File: src/rtl/inport_debounce_if.sv
// inport_debounce_if: groups the raw board inputs, the processor acknowledge
// and the captured-data outputs of the input-port debouncer.
// master: board/processor side; slave: the debouncer itself.
interface inport_debounce_if #(
  parameter int SW_WIDTH = 8
);
  logic [SW_WIDTH-1:0] Switches;
  logic                Button;
  logic                Read_Ack;
  logic [31:0]         INPort_Data;
  logic                Press_Pulse;
  logic                Data_Valid;
  logic                Overrun;

  modport master (
    output Switches,
    output Button,
    output Read_Ack,
    input  INPort_Data,
    input  Press_Pulse,
    input  Data_Valid,
    input  Overrun
  );

  modport slave (
    input  Switches,
    input  Button,
    input  Read_Ack,
    output INPort_Data,
    output Press_Pulse,
    output Data_Valid,
    output Overrun
  );
endinterface

File: src/rtl/inport_debounce.sv
// inport_debounce: debounces a push button and, on each accepted press,
// captures the switch word into a 32-bit input-port register with a
// valid/overrun handshake towards the processor.
// Optional macro INPORT_SYNC_EN: adds a two-flop synchronizer on Button and
// Switches (press latency becomes DEBOUNCE_CYCLES+2 instead of DEBOUNCE_CYCLES).
module inport_debounce #(
  parameter int DEBOUNCE_CYCLES = 16,
  parameter int SW_WIDTH        = 8
) (
  input  logic             Clock,
  input  logic             Reset,
  inport_debounce_if.slave bus
);

  localparam int            CW       = $clog2(DEBOUNCE_CYCLES);
  localparam logic [CW-1:0] CNT_MAX  = CW'(DEBOUNCE_CYCLES - 1);
  localparam logic [CW-1:0] CNT_ONE  = CW'(1);

  typedef enum logic [1:0] {
    IDLE         = 2'd0,
    PRESS_WAIT   = 2'd1,
    HELD         = 2'd2,
    RELEASE_WAIT = 2'd3
  } state_t;

  state_t              state_r;
  logic [CW-1:0]       cnt_r;
  logic                btn_s;
  logic [SW_WIDTH-1:0] sw_s;
  logic                capture_s;
  logic [31:0]         cap_word_s;
  logic [31:0]         data_r;
  logic                press_pulse_r;
  logic                data_valid_r;
  logic                overrun_r;

`ifdef INPORT_SYNC_EN
  logic                btn_meta_r;
  logic                btn_sync_r;
  logic [SW_WIDTH-1:0] sw_meta_r;
  logic [SW_WIDTH-1:0] sw_sync_r;

  // Two-flop synchronizers bringing the asynchronous board inputs into Clock.
  always_ff @(posedge Clock or negedge Reset) begin
    if (!Reset) begin
      btn_meta_r <= 1'b0;
      btn_sync_r <= 1'b0;
      sw_meta_r  <= '0;
      sw_sync_r  <= '0;
    end else begin
      btn_meta_r <= bus.Button;
      btn_sync_r <= btn_meta_r;
      sw_meta_r  <= bus.Switches;
      sw_sync_r  <= sw_meta_r;
    end
  end

  assign btn_s = btn_sync_r;
  assign sw_s  = sw_sync_r;
`else
  assign btn_s = bus.Button;
  assign sw_s  = bus.Switches;
`endif

  // A capture happens on the edge that qualifies a press (PRESS_WAIT -> HELD).
  always_comb begin
    capture_s  = (state_r == PRESS_WAIT) && btn_s && (cnt_r == CNT_MAX);
    cap_word_s = 32'd0;
    cap_word_s[SW_WIDTH-1:0] = sw_s;
  end

  // Debounce FSM; the counter is reloaded on every state entry so it never wraps.
  always_ff @(posedge Clock or negedge Reset) begin
    if (!Reset) begin
      state_r       <= IDLE;
      cnt_r         <= '0;
      press_pulse_r <= 1'b0;
    end else begin
      press_pulse_r <= 1'b0;
      case (state_r)
        IDLE: begin
          if (btn_s) begin
            state_r <= PRESS_WAIT;
            cnt_r   <= '0;
          end else begin
            state_r <= IDLE;
          end
        end
        PRESS_WAIT: begin
          if (!btn_s) begin
            state_r <= IDLE;
            cnt_r   <= '0;
          end else if (cnt_r == CNT_MAX) begin
            state_r       <= HELD;
            cnt_r         <= '0;
            press_pulse_r <= 1'b1;
          end else begin
            cnt_r <= cnt_r + CNT_ONE;
          end
        end
        HELD: begin
          if (!btn_s) begin
            state_r <= RELEASE_WAIT;
            cnt_r   <= '0;
          end else begin
            state_r <= HELD;
          end
        end
        RELEASE_WAIT: begin
          if (btn_s) begin
            state_r <= HELD;
            cnt_r   <= '0;
          end else if (cnt_r == CNT_MAX) begin
            state_r <= IDLE;
            cnt_r   <= '0;
          end else begin
            cnt_r <= cnt_r + CNT_ONE;
          end
        end
        default: begin
          state_r <= IDLE;
          cnt_r   <= '0;
        end
      endcase
    end
  end

  // Captured word plus valid/overrun handshake; a capture wins over Read_Ack.
  always_ff @(posedge Clock or negedge Reset) begin
    if (!Reset) begin
      data_r       <= 32'd0;
      data_valid_r <= 1'b0;
      overrun_r    <= 1'b0;
    end else if (capture_s) begin
      data_r       <= cap_word_s;
      data_valid_r <= 1'b1;
      if (bus.Read_Ack) begin
        overrun_r <= 1'b0;
      end else if (data_valid_r) begin
        overrun_r <= 1'b1;
      end else begin
        overrun_r <= overrun_r;
      end
    end else if (bus.Read_Ack) begin
      data_valid_r <= 1'b0;
      overrun_r    <= 1'b0;
    end else begin
      data_valid_r <= data_valid_r;
      overrun_r    <= overrun_r;
    end
  end

  assign bus.INPort_Data = data_r;
  assign bus.Press_Pulse = press_pulse_r;
  assign bus.Data_Valid  = data_valid_r;
  assign bus.Overrun     = overrun_r;

endmodule

File: src/flat_wrapper.sv
// flat-port wrapper written by rule: the top's interface ports become plain ports
module inport_debounce_flat 
#(
  parameter int DEBOUNCE_CYCLES = 16,
  parameter int SW_WIDTH        = 8
)
  (Clock, Reset, bus_Switches, bus_Button, bus_Read_Ack, bus_INPort_Data, bus_Press_Pulse, bus_Data_Valid, bus_Overrun);
  inport_debounce_if #(.SW_WIDTH(SW_WIDTH)) bus_i ();
  input  logic Clock;
  input  logic Reset;
  input wire logic [$bits(bus_i.Switches)-1:0] bus_Switches;
  input wire logic [$bits(bus_i.Button)-1:0] bus_Button;
  input wire logic [$bits(bus_i.Read_Ack)-1:0] bus_Read_Ack;
  output wire logic [$bits(bus_i.INPort_Data)-1:0] bus_INPort_Data;
  output wire logic [$bits(bus_i.Press_Pulse)-1:0] bus_Press_Pulse;
  output wire logic [$bits(bus_i.Data_Valid)-1:0] bus_Data_Valid;
  output wire logic [$bits(bus_i.Overrun)-1:0] bus_Overrun;
  assign bus_i.Switches = bus_Switches;
  assign bus_i.Button = bus_Button;
  assign bus_i.Read_Ack = bus_Read_Ack;
  assign bus_INPort_Data = bus_i.INPort_Data;
  assign bus_Press_Pulse = bus_i.Press_Pulse;
  assign bus_Data_Valid = bus_i.Data_Valid;
  assign bus_Overrun = bus_i.Overrun;
  inport_debounce #(.DEBOUNCE_CYCLES(DEBOUNCE_CYCLES), .SW_WIDTH(SW_WIDTH)) u_core (.Clock(Clock), .Reset(Reset), .bus(bus_i));
endmodule
File: config.mk
export PLATFORM = sky130hd
export DESIGN_NAME = inport_debounce_flat
export DESIGN_NICKNAME = d
export VERILOG_FILES = /design/src/rtl/inport_debounce_if.sv /design/src/rtl/inport_debounce.sv /design/src/flat_wrapper.sv
export SDC_FILE = /design/constraint.sdc
export NUM_CORES = 1
export LEC_CHECK = 0
export CELL_PAD_IN_SITES_DETAIL_PLACEMENT = 0
export CELL_PAD_IN_SITES_GLOBAL_PLACEMENT = 1
export CORE_MARGIN = 5
export CORE_UTILIZATION = 29
export CTS_CLUSTER_DIAMETER = 50
export DETAILED_ROUTE_END_ITERATION = 10
export PLACE_DENSITY_LB_ADDON = 0.1
export SLEW_MARGIN = 0
export SYNTH_ARGS = -nofsm -noshare
export SYNTH_HDL_FRONTEND = slang
export SYNTH_SLANG_ARGS = --single-unit
File: constraint.sdc
create_clock -name Clock -period 2.2 [get_ports Clock]
set_clock_uncertainty 0.1 [all_clocks]
set_input_delay 0.55 -clock Clock [delete_from_list [all_inputs] [get_ports Clock]]
set_output_delay 0.55 -clock Clock [all_outputs]
set_load 0.005 [all_outputs]
==> flow_summary.yaml <==
final_layout:
  postLayoutCellArea_um2: 1150
  diodes: 0
  syn_to_final_growth_pct: 21.3
  layout-drive-gt1-share: 0.157
  fillCellCount: 314
  finalNonFillerCells: 152
  final_common_cell: "conb_1"
  final_nets: 122
  final_cell_mix: "conb_1, clkdlybuf4s50_1, dfrtp_1"
routing:
  viasPerCell: 3.93
  drt-pass1-iter-count: 3
  drc: 0
  wl_per_cell_um: 11.5
  drtIter0Drc: 11
  final_antenna_net_count: 0
  num_vias: 598
  wl_um: 1750
setup_path:
  cp_max_fo: 5
  r2r_cells: 4
  regToRegStartpoint: "u_core.cnt_r[0]"
  r2r_slack_ps: 400
  worstPathArrival_ps: 1920
  critPathKind: "in -> reg"
  end_kind: "flop"
  cp.required_ps: 2270
  r2r_end: "u_core.bus.INPort_Data[0]"
  startpoint: "bus_Button"
  crit_path_start_kind: "input port"
job:
  max-cap-violations: 0
clock_tree:
  clk_pin_slew_worst_paths_ps: 100
  clockRootBuffer: "clkbuf_4"
  clk_latency_ps: 280
  clockBufferDepth: 2
  numCtsBuffers: 3
  h-tree-depth: 1
  cts_resized: 0
  clkSinkCount: 17
  postCtsSetupBuffers: 0
  cts_tree: "yes"
  cts_hold_buf: 0
synth:
  synthTopCellsByArea: "dfrtp_1, buf_4, mux2_4, buf_12, nand3_1"
  ys_ff_latch: 17
  synth_warnings: 0
  syn_inst: 82
  ys_seq_area_frac: 0.448
  synthDistinctLibCells: 24
  syn_avg_cell_area_um2: 11.6
  netlist_area_um2: 950
  yosys.area.top_type_share: 0.448
  yosysTopAreaCell: "dfrtp_1"
pwr:
  p_per_area_nw_per_um2: 471
  p_seq_frac: 0.593
  p_switching_w: 0.000131
  p_total_w: 0.000543
  ir_drop_uv: 152
  internal_power_w: 0.000412
  swShare: 0.241
  clkPwrFrac: 0.309
  combPwrFrac: 0.098
  leakage_nw: 0.557
die:
  die_y_um: 67.2
  rows: 20
  die-width_um: 67.2
  io_pins: 47
  coreArea_um2: 3100
  initial_core_util: 0.306
  die_area_um2: 4520
hold_path:
  min_path_type: "reg -> reg"
  whs_path_depth: 1
  holdPathEnd: "u_core.bus.INPort_Data[3]"
  min_from: "u_core.bus.INPort_Data[3]"
global_route:
  antenna_found_initial: 0
  grt_overflow_total: 0
  grt_pass1_wl_um: 2680
  grt_max_degree: 18
  first_global_vias: 566
  grt_use_total: 0.0802
outcome:
  status: "finished, final reports clean"
timing:
  hold_slack_ps: 416
  fmax_ghz: 0.540
  period_minus_slack_ps: 1850
  setup_violations: 0
  rsz0062_at_grt: "no"
  setup_tns_ps: 0
  timing.final.crit_share: 0.841
  finalHoldViolations: 0
  finalMaxSlewViolations: 0
placed_design:
  hpwl_um: 1290
  place_area_um2: 1130
  placed_cells: 148
  globalplace.congestion: 0.703
  port_buffers: 22
==> sequential cells by signal (all words and copies together) (netlist names), named ones only <==
| signal | cells |
|---|---|
| u_core.bus.Press_Pulse | 1 |
| u_core.bus.Overrun | 1 |
| u_core.bus.Data_Valid | 1 |
| u_core.state_r | 1 |
| u_core.bus.INPort_Data | 8 |
| u_core.cnt_r | 4 |
==> cell type report <==
class | count | area [µm²] | share of cell area
sequential | 17 | 425 | 0.369
multi-input combinational | 59 | 395 | 0.343
timing repair buffer | 24 | 235 | 0.204
tap | 44 | 55.1 | 0.0478
clock buffer | 4 | 26.3 | 0.0228
inverter | 4 | 15.0 | 0.0130
==> worst max-delay path, cell delays in order <==
cell	delay, ps
clkdlybuf4s50_1	570
xor2_1	340
nor2_1	110
a221o_1	360
==> power by group through the flow <==
stage | Combinational [W] | Sequential, W | Clock (W)
final | 0.0000533 | 0.000322 | 0.000168
after detailed placement | 0.0000533 | 0.000328 | 0
after global placement | 0.0000526 | 0.000328 | 0
after global routing | 0.0000610 | 0.000323 | 0.000198
after CTS | 0.0000533 | 0.000322 | 0.000181
after floorplan | 0.0000513 | 0.000327 | 0
==> through the flow <==
stage                     setup slack, ps  utilization
after floorplan                       550            -
after global placement               79.1        0.363
after detailed placement             35.2        0.363
after CTS                             317        0.371
after global routing                  270        0.371
final                                 349        0.371
==> worst max-delay path by stage <==
| stage | endpoint | slack [ps] | depth (start not counted) |
|---|---|---|---|
| final | u_core.cnt_r[2] | 350 | 4 |
| after global routing | bus_Data_Valid | 270 | 1 |
| after CTS | bus_Data_Valid | 320 | 1 |
| after detailed placement | u_core.cnt_r[2] | 40 | 4 |
| after global placement | u_core.cnt_r[2] | 80 | 4 |
| after floorplan | u_core.bus.INPort_Data[0] | 550 | 5 |
==> synthesized netlist by cell type (all sizes together) <==
cell / number
o2111ai: 1
ha: 1
nand2: 2
mux2: 8
dfrtp: 17
nand3: 4
xor2: 1
and4: 2
a21oi: 1
xnor2: 1
inv: 4
and3: 1
a41oi: 1
a22o: 1
buf: 25
and4b: 1
a21o: 1
nor2: 5
a221o: 1
conb: 1
o21ai: 2
a31oi: 1
==> per-layer routing <==
metal / wire length, µm / share of wire / GRT usage / vias to the layer above
li1: - / - / - / 282
met2: 780 / 0.45 / 0.115 / 31
met1: 758 / 0.43 / 0.107 / 283
met3: 173 / 0.099 / 0.0166 / 2
met5: 0 / 0 / 0 / -
met4: 32 / 0.018 / 0.0532 / 0
==> kinds of logic (layout without fill, tap and decap cells) <==
family | after synthesis | in the layout | share of synthesized area
compound gates | 9 | 9 | 0.0698
xor+xnor | 2 | 2 | 0.0184
fa+ha+maj | 1 | 1 | 0.0132
buf+inv | 29 | 32 | 0.227
flops | 17 | 17 | 0.448
mux | 8 | 8 | 0.126
other cells | 1 | 24 | 0.00395
simple gates | 15 | 15 | 0.0935
(Power assumes the default switching activity.)
